<file path="config.mk">
export PLATFORM = sky130hd
export DESIGN_NAME = spi_master_mcs_flat
export DESIGN_NICKNAME = d
export VERILOG_FILES = /design/src/rtl/spi_master_mcs_pkg.sv /design/src/rtl/spi_master_mcs_if.sv /design/src/rtl/spi_master_mcs_clock_gen.sv /design/src/rtl/spi_master_mcs.sv /design/src/flat_wrapper.sv
export SDC_FILE = /design/constraint.sdc
export NUM_CORES = 1
export LEC_CHECK = 0
export CAP_MARGIN = 15
export CORE_MARGIN = 1.5
export CORE_UTILIZATION = 58
export CTS_CLUSTER_SIZE = 20
export DETAILED_ROUTE_END_ITERATION = 8
export GPL_ROUTABILITY_DRIVEN = 0
export PLACE_DENSITY = 0.86
export SYNTH_ARGS = -nofsm -noshare
export SYNTH_HDL_FRONTEND = slang
export SYNTH_SLANG_ARGS = --single-unit
</file>
<file path="constraint.sdc">
create_clock -name i_clock -period 11.7 [get_ports i_clock]
set_input_delay 1.17 -clock i_clock [delete_from_list [all_inputs] [get_ports i_clock]]
set_output_delay 1.17 -clock i_clock [all_outputs]
set_load 0.03 [all_outputs]
</file>
<file path="src/rtl/spi_master_mcs_pkg.sv">
// Shared types for the SPI master: FSM state encoding, captured mode bits and
// the chip-select index width helper.
package spi_pkg;

    typedef enum logic [2:0] {
        ST_IDLE  = 3'd0,
        ST_LEAD  = 3'd1,
        ST_XFER  = 3'd2,
        ST_TRAIL = 3'd3,
        ST_GAP   = 3'd4
    } spi_state_t;

    typedef struct packed {
        logic cpol;
        logic cpha;
    } spi_mode_t;

    function automatic int cs_width(input int count);
        return (count > 1) ? $clog2(count) : 1;
    endfunction

endpackage

</file>
<file path="src/rtl/spi_master_mcs_if.sv">
// Request/SPI signal bundle for spi_master_mcs. The optional i_loopback member
// exists only when SPI_MASTER_MCS_LOOPBACK_EN is defined.
interface spi_master_mcs_if
    import spi_pkg::*;
#(
    parameter int SPI_DATA_WIDTH          = 32,
    parameter int SPI_CLOCK_DIVIDER_WIDTH = 5,
    parameter int SPI_CS_COUNT            = 4
);
    localparam int LW  = $clog2(SPI_DATA_WIDTH);
    localparam int CSW = cs_width(SPI_CS_COUNT);

    logic                               i_start;
    logic                               o_ready;
    logic [CSW-1:0]                     i_cs_select;
    logic [LW-1:0]                      i_length;
    logic                               i_clock_polarity;
    logic                               i_clock_phase;
    logic [SPI_CLOCK_DIVIDER_WIDTH-1:0] i_spi_clock_divider;
    logic [SPI_DATA_WIDTH-1:0]          i_data_in;
    logic [SPI_DATA_WIDTH-1:0]          o_data_out;
    logic                               o_done;
    logic                               o_busy;
    logic [SPI_CS_COUNT-1:0]            o_spi_cs_n;
    logic                               o_spi_clock;
    logic                               o_spi_mosi;
    logic                               i_spi_miso;
`ifdef SPI_MASTER_MCS_LOOPBACK_EN
    logic                               i_loopback;
`endif
    spi_state_t                         o_state;

    modport master (
        input  i_start, i_cs_select, i_length, i_clock_polarity, i_clock_phase,
        input  i_spi_clock_divider, i_data_in, i_spi_miso,
`ifdef SPI_MASTER_MCS_LOOPBACK_EN
        input  i_loopback,
`endif
        output o_ready, o_data_out, o_done, o_busy, o_spi_cs_n, o_spi_clock,
        output o_spi_mosi, o_state
    );

    modport slave (
        output i_start, i_cs_select, i_length, i_clock_polarity, i_clock_phase,
        output i_spi_clock_divider, i_data_in, i_spi_miso,
`ifdef SPI_MASTER_MCS_LOOPBACK_EN
        output i_loopback,
`endif
        input  o_ready, o_data_out, o_done, o_busy, o_spi_cs_n, o_spi_clock,
        input  o_spi_mosi, o_state
    );

endinterface

</file>
<file path="src/rtl/spi_master_mcs_clock_gen.sv">
// SCLK generator: toggles every divider_i+1 cycles while enabled and flags the
// cycle before each leading (away from idle) and trailing (back to idle) edge.
module spi_clock_gen #(
    parameter int DIV_WIDTH = 5
) (
    input  logic                 clk_i,
    input  logic                 rst_i,
    input  logic [DIV_WIDTH-1:0] divider_i,
    input  logic                 enable_i,
    input  logic                 cpol_i,
    output logic                 sclk_o,
    output logic                 lead_o,
    output logic                 trail_o
);
    logic [DIV_WIDTH-1:0] tick_q, tick_d;
    logic                 phase_q, phase_d;
    logic                 half_end;

    // phase_q is 0 at the idle level, so SCLK follows CPOL whenever disabled.
    assign half_end = enable_i && (tick_q == divider_i);
    assign lead_o   = half_end && !phase_q;
    assign trail_o  = half_end && phase_q;
    assign sclk_o   = cpol_i ^ phase_q;

    always_comb begin
        tick_d  = tick_q;
        phase_d = phase_q;
        if (!enable_i) begin
            tick_d  = '0;
            phase_d = 1'b0;
        end else if (half_end) begin
            tick_d  = '0;
            phase_d = ~phase_q;
        end else begin
            tick_d = tick_q + 1'b1;
        end
    end

    always_ff @(posedge clk_i or posedge rst_i) begin
        if (rst_i) begin
            tick_q  <= '0;
            phase_q <= 1'b0;
        end else begin
            tick_q  <= tick_d;
            phase_q <= phase_d;
        end
    end

endmodule

</file>
<file path="src/rtl/spi_master_mcs.sv">
// SPI master with multiple chip selects and per-transfer CPOL/CPHA/length/divider.
// Define SPI_MASTER_MCS_LOOPBACK_EN to add the captured i_loopback MISO<-MOSI path.
module spi_master_mcs
    import spi_pkg::*;
#(
    parameter int SPI_DATA_WIDTH          = 32,
    parameter int SPI_CLOCK_DIVIDER_WIDTH = 5,
    parameter int SPI_CS_COUNT            = 4
) (
    input logic              i_clock,
    input logic              i_reset,
    spi_master_mcs_if.master bus
);
    localparam int W   = SPI_DATA_WIDTH;
    localparam int DW  = SPI_CLOCK_DIVIDER_WIDTH;
    localparam int LW  = $clog2(W);
    localparam int CSW = cs_width(SPI_CS_COUNT);

    spi_state_t     state_q, state_d;
    logic [DW-1:0]  cnt_q, cnt_d;
    logic [DW-1:0]  div_q, div_d;
    logic [CSW-1:0] cs_q, cs_d;
    logic [LW-1:0]  len_q, len_d;
    logic [LW-1:0]  idx_q, idx_d;
    logic [LW-1:0]  bit_q, bit_d;
    spi_mode_t      mode_q, mode_d;
    logic [W-1:0]   tx_q, tx_d;
    logic [W-1:0]   rx_q, rx_d;
    logic [W-1:0]   dout_q, dout_d;
    logic           lb_q, lb_d;

    logic half_done, cs_active, mosi, miso_eff;
    logic sclk, sclk_lead, sclk_trail, sample_en, shift_en;
    logic [CSW:0] cs_ext;

    spi_clock_gen #(.DIV_WIDTH(DW)) u_clock_gen (
        .clk_i     (i_clock),
        .rst_i     (i_reset),
        .divider_i (div_q),
        .enable_i  (state_q == ST_XFER),
        .cpol_i    (mode_q.cpol),
        .sclk_o    (sclk),
        .lead_o    (sclk_lead),
        .trail_o   (sclk_trail)
    );

    assign half_done = (cnt_q == div_q);
    assign cs_active = (state_q == ST_LEAD) || (state_q == ST_XFER) || (state_q == ST_TRAIL);
    assign mosi      = cs_active ? tx_q[idx_q] : 1'b0;
    // CPHA=1 presents the first bit on the first leading edge, so it is not shifted away there.
    assign sample_en = mode_q.cpha ? sclk_trail : sclk_lead;
    assign shift_en  = mode_q.cpha ? (sclk_lead && (bit_q != '0)) : sclk_trail;

`ifdef SPI_MASTER_MCS_LOOPBACK_EN
    assign miso_eff = lb_q ? mosi : bus.i_spi_miso;
`else
    assign miso_eff = bus.i_spi_miso;
    assign lb_d     = 1'b0;
`endif

    // Request handshake: a transfer is accepted on a cycle where i_start and o_ready
    // are both high; i_start without o_ready is dropped, never queued.
    always_comb begin
        state_d = state_q;
        cnt_d   = cnt_q;
        div_d   = div_q;
        cs_d    = cs_q;
        len_d   = len_q;
        idx_d   = idx_q;
        bit_d   = bit_q;
        mode_d  = mode_q;
        tx_d    = tx_q;
        rx_d    = rx_q;
        dout_d  = dout_q;
`ifdef SPI_MASTER_MCS_LOOPBACK_EN
        lb_d    = lb_q;
`endif
        case (state_q)
            ST_IDLE: begin
                if (bus.i_start) begin
                    state_d = ST_LEAD;
                    cnt_d   = '0;
                    div_d   = bus.i_spi_clock_divider;
                    cs_d    = bus.i_cs_select;
                    len_d   = bus.i_length;
                    idx_d   = bus.i_length;
                    bit_d   = '0;
                    mode_d  = '{cpol: bus.i_clock_polarity, cpha: bus.i_clock_phase};
                    tx_d    = bus.i_data_in;
                    rx_d    = '0;
`ifdef SPI_MASTER_MCS_LOOPBACK_EN
                    lb_d    = bus.i_loopback;
`endif
                end
            end
            ST_LEAD: begin
                if (half_done) begin
                    state_d = ST_XFER;
                    cnt_d   = '0;
                end else begin
                    cnt_d = cnt_q + 1'b1;
                end
            end
            ST_XFER: begin
                if (sample_en) rx_d = {rx_q[W-2:0], miso_eff};
                if (shift_en && (idx_q != '0)) idx_d = idx_q - 1'b1;
                if (sclk_trail) begin
                    bit_d = bit_q + 1'b1;
                    if (bit_q == len_q) state_d = ST_TRAIL;
                end
            end
            ST_TRAIL: begin
                if (half_done) begin
                    state_d = ST_GAP;
                    cnt_d   = '0;
                    dout_d  = rx_q;
                end else begin
                    cnt_d = cnt_q + 1'b1;
                end
            end
            ST_GAP: begin
                if (half_done) begin
                    state_d = ST_IDLE;
                    cnt_d   = '0;
                end else begin
                    cnt_d = cnt_q + 1'b1;
                end
            end
            default: state_d = ST_IDLE;
        endcase
    end

    always_ff @(posedge i_clock or posedge i_reset) begin
        if (i_reset) begin
            state_q <= ST_IDLE;
            cnt_q   <= '0;
            div_q   <= '0;
            cs_q    <= '0;
            len_q   <= '0;
            idx_q   <= '0;
            bit_q   <= '0;
            mode_q  <= '0;
            tx_q    <= '0;
            rx_q    <= '0;
            dout_q  <= '0;
            lb_q    <= 1'b0;
        end else begin
            state_q <= state_d;
            cnt_q   <= cnt_d;
            div_q   <= div_d;
            cs_q    <= cs_d;
            len_q   <= len_d;
            idx_q   <= idx_d;
            bit_q   <= bit_d;
            mode_q  <= mode_d;
            tx_q    <= tx_d;
            rx_q    <= rx_d;
            dout_q  <= dout_d;
            lb_q    <= lb_d;
        end
    end

    // An out-of-range select matches no line, so every CS stays high.
    assign cs_ext = {1'b0, cs_q};
    always_comb begin
        bus.o_spi_cs_n = '1;
        for (int i = 0; i < SPI_CS_COUNT; i++) begin
            if (cs_active && (cs_ext == (CSW+1)'(i))) bus.o_spi_cs_n[i] = 1'b0;
        end
    end

    assign bus.o_ready     = (state_q == ST_IDLE);
    assign bus.o_busy      = (state_q != ST_IDLE);
    assign bus.o_done      = (state_q == ST_GAP) && half_done;
    assign bus.o_data_out  = dout_q;
    assign bus.o_spi_clock = sclk;
    assign bus.o_spi_mosi  = mosi;
    assign bus.o_state     = state_q;

endmodule

</file>
<file path="src/flat_wrapper.sv">
// flat-port wrapper written by rule: the top's interface ports become plain ports
module spi_master_mcs_flat import spi_pkg::*;
#(
    parameter int SPI_DATA_WIDTH          = 32,
    parameter int SPI_CLOCK_DIVIDER_WIDTH = 5,
    parameter int SPI_CS_COUNT            = 4
)
  (i_clock, i_reset, bus_i_start, bus_i_cs_select, bus_i_length, bus_i_clock_polarity, bus_i_clock_phase, bus_i_spi_clock_divider, bus_i_data_in, bus_i_spi_miso, bus_o_ready, bus_o_data_out, bus_o_done, bus_o_busy, bus_o_spi_cs_n, bus_o_spi_clock, bus_o_spi_mosi, bus_o_state);
  spi_master_mcs_if #(.SPI_DATA_WIDTH(SPI_DATA_WIDTH), .SPI_CLOCK_DIVIDER_WIDTH(SPI_CLOCK_DIVIDER_WIDTH), .SPI_CS_COUNT(SPI_CS_COUNT)) bus_i ();
  input logic i_clock;
  input logic i_reset;
  input wire logic [$bits(bus_i.i_start)-1:0] bus_i_start;
  input wire logic [$bits(bus_i.i_cs_select)-1:0] bus_i_cs_select;
  input wire logic [$bits(bus_i.i_length)-1:0] bus_i_length;
  input wire logic [$bits(bus_i.i_clock_polarity)-1:0] bus_i_clock_polarity;
  input wire logic [$bits(bus_i.i_clock_phase)-1:0] bus_i_clock_phase;
  input wire logic [$bits(bus_i.i_spi_clock_divider)-1:0] bus_i_spi_clock_divider;
  input wire logic [$bits(bus_i.i_data_in)-1:0] bus_i_data_in;
  input wire logic [$bits(bus_i.i_spi_miso)-1:0] bus_i_spi_miso;
  output wire logic [$bits(bus_i.o_ready)-1:0] bus_o_ready;
  output wire logic [$bits(bus_i.o_data_out)-1:0] bus_o_data_out;
  output wire logic [$bits(bus_i.o_done)-1:0] bus_o_done;
  output wire logic [$bits(bus_i.o_busy)-1:0] bus_o_busy;
  output wire logic [$bits(bus_i.o_spi_cs_n)-1:0] bus_o_spi_cs_n;
  output wire logic [$bits(bus_i.o_spi_clock)-1:0] bus_o_spi_clock;
  output wire logic [$bits(bus_i.o_spi_mosi)-1:0] bus_o_spi_mosi;
  output wire logic [$bits(bus_i.o_state)-1:0] bus_o_state;
  assign bus_i.i_start = bus_i_start;
  assign bus_i.i_cs_select = bus_i_cs_select;
  assign bus_i.i_length = bus_i_length;
  assign bus_i.i_clock_polarity = bus_i_clock_polarity;
  assign bus_i.i_clock_phase = bus_i_clock_phase;
  assign bus_i.i_spi_clock_divider = bus_i_spi_clock_divider;
  assign bus_i.i_data_in = bus_i_data_in;
  assign bus_i.i_spi_miso = bus_i_spi_miso;
  assign bus_o_ready = bus_i.o_ready;
  assign bus_o_data_out = bus_i.o_data_out;
  assign bus_o_done = bus_i.o_done;
  assign bus_o_busy = bus_i.o_busy;
  assign bus_o_spi_cs_n = bus_i.o_spi_cs_n;
  assign bus_o_spi_clock = bus_i.o_spi_clock;
  assign bus_o_spi_mosi = bus_i.o_spi_mosi;
  assign bus_o_state = bus_i.o_state;
  spi_master_mcs #(.SPI_DATA_WIDTH(SPI_DATA_WIDTH), .SPI_CLOCK_DIVIDER_WIDTH(SPI_CLOCK_DIVIDER_WIDTH), .SPI_CS_COUNT(SPI_CS_COUNT)) u_core (.i_clock(i_clock), .i_reset(i_reset), .bus(bus_i));
endmodule
</file>
---- After elaboration in Yosys (flattened, before gate mapping) ----
Index checks and enable logic that the tools add are counted.
W data, S select, Z words.
operators by class
  reduce and logical (&&, ||, !) cells .... 28
  bitwise gates (word level) .............. 2
  equal/unequal tests ..................... 19
  order comparisons ....................... 1
  muxes and demuxes ....................... 31
  $add $sub $neg .......................... 4
operators with widths
  cell                   count
  $mux W32               2
  $pmux W32 S2           1
  $mux W5                7
  $pmux W5 S2            3
  $mux W3                6
  $ne A2 B1 Y1 const B   8
  $add A5 B1 Y5 const B  3
  $eq A5 B5 Y1           3
  $pmux W3 S5            1
  $logic_and A1 B1 Y1    10
  $mux W1                10
  $reduce_bool A5 Y1     2
  $reduce_and A3 Y1      3
  $eq A3 B2 Y1 const B   2
  $logic_not A3 Y1       2
  $lt A5 B6 Y1 const B   1
  $reduce_and A2 Y1      3
  $reduce_and A6 Y1      1
  $bmux W1 S5            1
  $sub A5 B1 Y5 const B  1
  $eq A2 B2 Y1 const B   2
  $reduce_bool A2 Y1     2
  $eq A3 B1 Y1 const B   1
  $eq A3 B3 Y1 const B   1
  other kinds (8)        9
storage, ports and cells
  output and inout bits ................... 44
  logic and storage cells ................. 99
  register bits ........................... 134
  bits of input ports ..................... 50

---- Logic depth before layout (Yosys ltp) ----
Gate-level depths: netlist of run 1.
  depth in word-level cells ............... 8
  mapped depth ............................ 9
  mapped depth without buffers ............ 7

---- By module ----
A second synthesis of run 1 with hierarchy kept.
unflattened totals
  cells, all modules ...................... 589
  area, all modules ....................... 6117.1 um^2
modules (own cells, without submodules)
  module          instances  cells an instance  sequential area each (um^2)  area an instance (um^2)
  spi_master_mcs  1          556                3203.1                       5761.8
  spi_clock_gen   1          33                 150.1                        355.3

---- Least setup slack after synthesis of run 1 ----
Ideal clock, no wire load.
  kind .................................... register to output
  start ................................... register u_core.state_q[0], in the netlist u_core.bus.o_state[0]
  end ..................................... output port bus_o_busy
  stages on the path, launching flop included .. 4
  path slack .............................. 8.630 ns
  buffers on the path ..................... 1
  data required time ...................... 10.530 ns
  arrival ................................. 1.900 ns
  cell sequence ........................... dfrtp_1 -> clkbuf_1 -> nor3_1 -> inv_1
on the way
  longest elaborated chain between the ends .. 1
RTL lines
  what                    RTL line               source
  from (decl)             spi_master_mcs.sv:19   spi_state_t state_q, state_d;
  from (signal assigned)  spi_master_mcs.sv:148  state_q <= state_d;
  $reduce_bool A3 Y1      spi_master_mcs.sv:173  assign bus.o_busy = (state_q != ST_IDLE);
  to (decl)               flat_wrapper.sv:23     output wire logic [$bits(bus_i.o_busy)-1:0] bus_o_busy;
No other way between the ends.

---- Final worst setup path of run 1 ----
  start ................................... register u_core.idx_q[0]
  end ..................................... output port bus_o_spi_mosi
on the way
  longest elaborated chain between the ends .. 3
RTL lines
  what                           RTL line               source
  from (decl)                    spi_master_mcs.sv:24   logic [LW-1:0] idx_q, idx_d;
  from (signal assigned)         spi_master_mcs.sv:153  idx_q <= idx_d;
  $bmux W1 S5                    spi_master_mcs.sv:49   assign mosi = cs_active ? tx_q[idx_q] : 1'b0;
  $mux W1 (not written as such)  spi_master_mcs.sv:49
  $mux W1                        spi_master_mcs.sv:49
  to (decl)                      flat_wrapper.sv:26     output wire logic [$bits(bus_i.o_spi_mosi)-1:0] bus_o_spi_mosi;
No other way between the ends. The select of a mux whose other input is x is not followed.

==> flow_summary.ini, run 1 <==
[status]
outcome = finished clean

[clock_tree]
cts.root.buffer_cell = clkbuf_8
cts_tree = yes
cts_sinks = 134
cts_hold_buf = 0
postCtsSetupBuffers = 0
clk_path_buf_depth = 2
ctsResizeCount = 0
clk_pin_slew_ns = 0.06
htreeDepth = 4
cts_buffers = 17
clock_latency_ns = 0.53

[pwr]
comb_power_share = 0.340
power.leakage_nw = 3.63
clockPowerShare = 0.274
powerDensity_mw_per_mm2 = 230
max-vdd-ir-drop_v = 0.000135
swShare = 0.373
cell_internal_pwr_mw = 1.11
seqPwrFrac = 0.385
switchingPower_mw = 0.661

[routing]
drt_iter0_markers = 245
wl_per_cell_um = 16.0
vias = 4501
drc = 0
wl_um = 13000
first_pass_iters = 4
drtAntennaViolNets = 0
viasPerCell = 5.53

[final_layout]
layout-drive-gt1-share = 0.128
final_area_sq_mm = 0.00769
fillers = 685
final-seq-area_sq_mm = 0.00335
area_growth_syn_to_layout_pct = 25.8
multi_input_area_sq_mm = 0.00256
final_nets = 722
final_util = 0.749
n_antenna_cell = 0

[global_route]
grt_pass1_wl_um = 21900
grt_antenna_before_repair = 0
grt_max_degree = 75
grt_pass1_vias = 4690
grt.overflow.total = 0
grt_util_all_layers = 0.251

[place]
io_buffers = 93
place_area_sq_mm = 0.00715
dp_hpwl_um = 8480
place_ws_ns = 7.86

[synthesis]
yosysTopAreaCell = dfrtp_1
synth_top_area_frac = 0.548
synth.area.top_cells = dfrtp_1 (55%), nand2_1 (10%), mux2_2 (5.9%)
synthCells = 578
syn-num-nets = 634
synth_edf_count = 0
ys_async_sr_fraction = 1.00
ys_types = 46
synth-seq-cells = 134
post-synth-top-count-cell = nand2_1
syn_area_per_cell_sq_um = 10.6
synth_flop_cell = dfrtp_1
ys_warn_count = 0
synthTopCellsByCount = nand2_1 (164), dfrtp_1 (134), nor2_1 (37)
seq_area_frac_synth = 0.548
netlist_area_sq_mm = 0.00612

[timing]
timing.final.crit_share = 0.373
setup_viol = 0
final_hold_viol_count = 0
fmax_ghz = 0.229
min_period_ns = 4.36
whs_ns = 0.478
drv_slew = 0
setup_ws_ns = 7.34
worstMarginPinSlew_ns = 1.20
fin_tns_setup_ns = 0
rsz0062_at_grt = no
relSlewSlack = 0.200
skew_ns = 0.0115

[floorplanning]
initial_core_util = 0.595
coreArea_sq_mm = 0.0103
die_x_um = 106
io_pins = 94
rows = 37
die_area_sq_mm = 0.0112
die_y_um = 106

[setup_path]
worst-path-max-fanout = 12
path_class = reg2out
regToRegEndpoint = u_core.idx_q[2]
critPathLaunchType = register
rrSetupSlack_ns = 8.85
endpoint_kind = primary output
crit_arrival_ns = 3.19
required_ns = 10.53
r2r-start = u_core.bus.o_state[2]
r2r.worst_path.cells = 5

[min_path]
hold_depth = 2
hold_class = reg2reg
hold_path_end = u_core.tx_q[31]
min_from = u_core.tx_q[31]

[job]
maxCapViolations = 0
-- flip-flops by register name, indices dropped and copies added (netlist names) --
| signal | count |
|---|---|
| u_core.bus.o_state | 3 |
| u_core.tx_q | 32 |
| u_core.u_clock_gen.phase_q | 1 |
| u_core.bit_q | 5 |
| u_core.len_q | 5 |
| u_core.cnt_q | 5 |
| u_core.div_q | 5 |
| u_core.idx_q | 5 |
| u_core.u_clock_gen.tick_q | 5 |
| u_core.cs_q | 2 |
| u_core.bus.o_data_out | 32 |
| u_core.mode_q | 2 |
| u_core.rx_q | 32 |
-- cells in the final DEF, fill, tap and decap left out, types with 4 or more instances in the layout --
master,count
a21o_1,4
mux2_1,16
buf_4,5
dfrtp_1,134
o31ai_1,5
xnor2_1,5
mux4_2,10
clkinvlp_4,4
clkdlybuf4s50_1,93
inv_1,25
nor2_1,36
mux2_2,32
nor3_1,5
o21ai_0,6
nand2_1,164
inv_6,4
or4_1,4
mux2i_1,18
clkbuf_16,16
ha_1,6
nand3_1,11
nor4_1,4
xor2_1,18
a21oi_1,9
-- how the worst max path moves through the flow --
stage,start,endpoint,cells after the start
2_1_floorplan,i_reset,u_core.bit_q[0],1
3_3_place_gp,u_core.idx_q[0],bus_o_spi_mosi,5
3_5_place_dp,u_core.idx_q[0],bus_o_spi_mosi,5
4_1_cts,u_core.idx_q[0],bus_o_spi_mosi,5
5_1_grt,u_core.idx_q[0],bus_o_spi_mosi,5
6_report,u_core.idx_q[0],bus_o_spi_mosi,5
-- metrics by stage --
stage               std cells  power, mW
global placement          783       1.25
detailed placement        783       1.28
CTS                       814       1.78
global route              814       1.87
finish                    814       1.77
floorplan                 578       1.11
-- power by group through the flow --
stage                     registers (mW)  logic [mW]  clock network [mW]
after floorplan                    0.648       0.464                   0
after global placement             0.674       0.576                   0
after detailed placement           0.684       0.598                   0
after CTS                          0.680       0.607               0.491
after global routing               0.696       0.661               0.514
final                              0.682       0.603               0.486
-- layout make-up --
| type | count | share of cell area |
|---|---|---|
| Clock buffer | 17 | 0.0538 |
| Tap cell | 136 | 0.0221 |
| Sequential cell | 134 | 0.436 |
| Inverter | 26 | 0.0130 |
| Clock inverter | 14 | 0.0166 |
| Timing Repair Buffer | 98 | 0.126 |
| Multi-Input combinational cell | 389 | 0.333 |
-- routing by layer --
metal / vias up / share of wire / global-route usage
met4: 0 / 0.024 / 0.113
met1: 2205 / 0.41 / 0.303
li1: 2105 / - / -
met5: - / 0 / 0
met3: 32 / 0.056 / 0.0631
met2: 159 / 0.51 / 0.426
-- kinds of logic after synthesis --
group / synth area share
AOI/OAI and AO/OA: 0.0466
muxes: 0.155
buffers and inverters: 0.0368
adders and majority gates: 0.0123
DFF: 0.548
xor gates and xnor gates: 0.0329
and+or+nand+nor: 0.169
-- critical path, stage by stage, from the launching register on --
cell             delay, ns
dfrtp_1               0.74
mux4_2                0.59
mux4_2                0.51
mux2i_1               0.19
nor2_1                0.05
clkdlybuf4s50_1       0.58
Power figures use the tool's default switching activity.
==> run 2, diff against run 1 <==
--- a/config.mk
+++ b/config.mk
@@ -7,11 +7,11 @@
 export LEC_CHECK = 0
 export CAP_MARGIN = 15
 export CORE_MARGIN = 1.5
-export CORE_UTILIZATION = 58
+export CORE_UTILIZATION = 49
 export CTS_CLUSTER_SIZE = 20
 export DETAILED_ROUTE_END_ITERATION = 8
 export GPL_ROUTABILITY_DRIVEN = 0
-export PLACE_DENSITY = 0.86
+export PLACE_DENSITY = 0.77
 export SYNTH_ARGS = -nofsm -noshare
 export SYNTH_HDL_FRONTEND = slang
 export SYNTH_SLANG_ARGS = --single-unit
==> constraint.sdc (replaced) <==
create_clock -name i_clock -period 3.5 [get_ports i_clock]
set_input_delay 0.35 -clock i_clock [delete_from_list [all_inputs] [get_ports i_clock]]
set_output_delay 0.35 -clock i_clock [all_outputs]
set_load 0.03 [all_outputs]
==> flow_summary.ini, run 2 (synthesized netlist as in run 1, its figures left out) <==
[routing]
viasPerCell = 5.20
wl_um = 12600
vias = 4416
drt_iter0_markers = 281
wl_per_cell_um = 14.9
first_pass_iters = 4
drtAntennaViolNets = 0
drc = 0

[floorplanning]
die_area_sq_mm = 0.0132
rows = 40
initial_core_util = 0.505
die_y_um = 115
die_x_um = 115
io_pins = 94
coreArea_sq_mm = 0.0121

[global_route]
met1_usage = 0.267
grt_pass1_vias = 4455
grt_pass1_wl_um = 21300
grt_max_degree = 135
grtUsageMet3 = 0.0490
grt.busiest_layer = met2
grt.overflow.total = 0
grt_util_all_layers = 0.208
grt_antenna_before_repair = 0
grt.met2_usage = 0.347

[timing]
setup_ws_ns = 0.189
fin_tns_setup_ns = 0
fmax_ghz = 0.302
rsz0062_at_grt = no
min_period_ns = 3.31
drv_slew = 0
whs_ns = 0.462
setup_viol = 0
skew_ns = 0.00572
final_hold_viol_count = 0
relSlewSlack = 0.309
timing.final.crit_share = 0.946
worstMarginPinSlew_ns = 1.03

[final_layout]
final_area_sq_mm = 0.00788
fillers = 953
layout_common_cells = nand2_1 (164), dfrtp_1 (133), clkdlybuf4s50_1 (93), nor2_1 (36), mux2_2 (32)
final_common_cell = nand2_1
final_util = 0.651
layout-drive-gt1-share = 0.133
final_nets = 725
fin_cells = 850
area_growth_syn_to_layout_pct = 28.8
n_antenna_cell = 0

[setup_path]
crit_arrival_ns = 2.96
required_ns = 3.15
crit_end = bus_o_spi_mosi
r2r.worst_path.cells = 6
endpoint_kind = primary output
path_class = reg2out
regToRegEndpoint = u_core.rx_q[2]
rrSetupSlack_ns = 1.10
r2r-start = u_core.div_q[0]
cp-startpoint = u_core.idx_q[0]
worst-path-max-fanout = 12
critPathLaunchType = register

[clock_tree]
postCtsSetupBuffers = 0
clk_pin_slew_ns = 0.06
cts_buffers = 17
clk_path_buf_depth = 2
cts_tree = yes
cts_hold_buf = 0
clock_latency_ns = 0.41
cts_sinks = 134
ctsResizeCount = 1
cts.root.buffer_cell = clkbuf_16
htreeDepth = 4

[place]
dp_hpwl_um = 8350
place_ws_ns = 0.410
place_area_sq_mm = 0.00723
io_buffers = 93
dp_cells = 818

[pwr]
powerDensity_mw_per_mm2 = 786
max-vdd-ir-drop_v = 0.000471
power.leakage_nw = 3.69
fin_total_pwr_mw = 6.19

[min_path]
hold_class = in2reg
hold_depth = 3
min_from = bus_i_data_in[4]

[status]
outcome = finished clean

[job]
maxCapViolations = 0
-- run 2: worst min-delay path by stage --
| stage | end | slack [ns] |
|---|---|---|
| 6_report | u_core.tx_q[4] | 0.46 |
| 2_1_floorplan | u_core.tx_q[12] | 0.44 |
| 4_1_cts | u_core.tx_q[14] | 0.46 |
| 3_3_place_gp | u_core.tx_q[10] | 0.45 |
| 3_5_place_dp | u_core.tx_q[12] | 0.46 |
| 5_1_grt | u_core.tx_q[23] | 0.46 |
-- run 2: power breakdown --
| part | internal, mW | switching, mW |
|---|---|---|
| combinational | 0.876 | 1.14 |
| sequential | 1.91 | 0.349 |
| clock | 1.27 | 0.651 |
-- run 2: per-layer routing --
| layer | part of all wire | vias up |
|---|---|---|
| met4 | 0.011 | 0 |
| met5 | 0 | - |
| met3 | 0.040 | 16 |
| li1 | - | 2115 |
| met1 | 0.45 | 2157 |
| met2 | 0.50 | 128 |
-- run 2: final cells by class --
type | count | area [sq um] | area share
inverters | 26 | 101 | 0.0129
multi-input cells | 389 | 2560 | 0.325
clock inverters | 10 | 168 | 0.0213
flip-flops and latches | 134 | 3350 | 0.426
clock buffers | 22 | 484 | 0.0614
repair buffers | 101 | 1000 | 0.127
well taps | 168 | 210 | 0.0267
-- run 2: critical path: stages, from the launching register on --
cell and delay, ns:
dfrtp_2 0.57, mux4_2 0.57, mux4_2 0.48, mux2i_1 0.26, nor2_1 0.07, clkdlybuf4s50_1 0.59
==> run 3, diff against run 2 <==
--- a/config.mk
+++ b/config.mk
@@ -14,4 +14,5 @@
 export PLACE_DENSITY = 0.77
 export SYNTH_ARGS = -nofsm -noshare
 export SYNTH_HDL_FRONTEND = slang
+export SYNTH_HIERARCHICAL = 1
 export SYNTH_SLANG_ARGS = --single-unit
==> flow_summary.ini, run 3 <==
[status]
outcome = finished clean

[setup_path]
crit_arrival_ns = 2.59
worst-path-max-fanout = 8
endpoint_kind = primary output
required_ns = 3.15
critPathLaunchType = register
path_class = reg2out

[timing]
whs_ns = 0.238
fmax_ghz = 0.340
fin_tns_setup_ns = 0
final_hold_viol_count = 0
min_period_ns = 2.94
setup_viol = 0
skew_ns = 0.00743
relSlewSlack = 0.383
drv_slew = 0
rsz0062_at_grt = no
worstMarginPinSlew_ns = 0.925
timing.final.crit_share = 0.840

[clock_tree]
clk_pin_slew_ns = 0.06
ctsResizeCount = 0
postCtsSetupBuffers = 0
cts_sinks = 134
cts_buffers = 17
clock_latency_ns = 0.42
cts.root.buffer_cell = clkbuf_16
htreeDepth = 4
clk_path_buf_depth = 2
cts_hold_buf = 0
cts_tree = yes

[synthesis]
syn-num-nets = 644
synth_top_area_frac = 0.548
post-synth-top-count-cell = nand2_1
syn_area_per_cell_sq_um = 10.4
yosysTopAreaCell = dfrtp_1
synth-seq-cells = 134
synth_edf_count = 0
ys_types = 51
synth.area.top_cells = dfrtp_1 (55%), nand2_1 (13%), mux2_4 (7.1%)
netlist_area_sq_mm = 0.00612
seq_area_frac_synth = 0.548
ys_warn_count = 6
ys_async_sr_fraction = 1.00
synth_flop_cell = dfrtp_1
synthTopCellsByCount = nand2_1 (214), dfrtp_1 (134), o21ai_0 (35)
synthCells = 589

[place]
io_buffers = 93
dp_hpwl_um = 8560
dp_cells = 826

[final_layout]
layout-drive-gt1-share = 0.138
final_nets = 732
area_growth_syn_to_layout_pct = 26.4
n_antenna_cell = 0
layout_common_cells = nand2_1 (214), dfrtp_1 (134), clkdlybuf4s50_1 (93), o21ai_0 (35), mux2_4 (29)
final_common_cell = nand2_1
fin_cells = 858

[floorplanning]
rows = 40
die_area_sq_mm = 0.0132
coreArea_sq_mm = 0.0121
die_y_um = 115
die_x_um = 115
io_pins = 94
initial_core_util = 0.505

[routing]
drtAntennaViolNets = 0
drc = 0
viasPerCell = 5.14
first_pass_iters = 4
vias = 4413
drt_iter0_markers = 288
wl_per_cell_um = 15.0
wl_um = 12800

[global_route]
grt_max_degree = 83
grt_pass1_vias = 4500
grt_pass1_wl_um = 21600
grt_util_all_layers = 0.214
grt_antenna_before_repair = 0
grt.overflow.total = 0

[pwr]
power.leakage_nw = 3.55
powerDensity_mw_per_mm2 = 765
max-vdd-ir-drop_v = 0.000821

[min_path]
hold_class = in2async

[job]
maxCapViolations = 0
[run 3: changes by cell type after synthesis, sizes merged, moves of 5 or more]
cell,change
xor2,-5
nand2,+51
inv,-15
buf,+8
mux2i,-13
nor4,-5
clkbuf,-6
xnor2,+5
nand4,+5
o21ai,+30
nor2,-13
mux2,-15
[run 3: final timing paths]
path	start	end	slack, ns	cells past startpoint
worst min register to register	u_core/tx_q[19]	u_core/tx_q[19]	0.48	2
min in group i_clock	bus_i_data_in[16]	u_core/tx_q[16]	0.46	3
max in group asynchronous	i_reset	u_core/tx_q[29]	2.58	3
worst max-delay path	u_core/idx_q[0]	bus_o_spi_mosi	0.56	6
worst min-delay path	i_reset	u_core/u_clock_gen/tick_q[0]	0.24	2
worst max register to register	u_core/bus.o_state[2]	u_core/idx_q[0]	0.86	9
[run 3: power breakdown]
group	leakage, nW	switching (mW)	internal (mW)
registers	1.78	0.379	1.90
clock network	0.278	0.665	1.05
logic	1.50	1.12	0.793
[run 3: kinds of logic (layout without fill, tap and decap cells)]
| family | after synthesis | count (layout) | synth area share |
|---|---|---|---|
| muxes | 46 | 46 | 0.116 |
| AOI/OAI and AO/OA | 63 | 63 | 0.0642 |
| and+or+nand+nor | 276 | 276 | 0.190 |
| xor gates and xnor gates | 23 | 23 | 0.0342 |
| adders and majority gates | 5 | 5 | 0.0102 |
| DFF | 134 | 134 | 0.548 |
| buffers and inverters | 42 | 143 | 0.0372 |
[run 3: routing by layer]
metal / up-vias / track usage / wire [um]
met1: 2164 / 0.271 / 5660
li1: 2119 / - / -
met3: 9 / 0.0812 / 877
met4: 0 / 0.0840 / 119
met5: - / 0 / 0
met2: 121 / 0.338 / 6180
[run 3: cell type report]
| type | instances | area [sq um] |
|---|---|---|
| fillers | 954 | 4380 |
| flip-flops and latches | 134 | 3350 |
| multi-input cells | 413 | 2540 |
| repair buffers | 100 | 996 |
| clock buffers | 22 | 484 |
| well taps | 168 | 210 |
| clock inverters | 10 | 97.6 |
| inverters | 11 | 45.0 |
[run 3: critical path: stages (launching register included)]
cell and delay (ns):
dfrtp_1 0.57, mux4_2 0.56, mux2i_1 0.16, mux2i_1 0.09, nor2_1 0.11, nor2_1 0.08, clkdlybuf4s50_1 0.59
[run 3: per-stage QoR]
stage | utilization | instance area [sq um] | power, mW | setup slack [ns]
floorplan | - | 6120 | 3.63 | 0.696
global placement | 0.590 | 7150 | 4.13 | 1.06
detailed placement | 0.590 | 7150 | 4.19 | 0.931
CTS | 0.638 | 7730 | 5.95 | 0.526
global route | 0.638 | 7730 | 6.27 | 0.363
finish | 0.638 | 7730 | 5.91 | 0.559
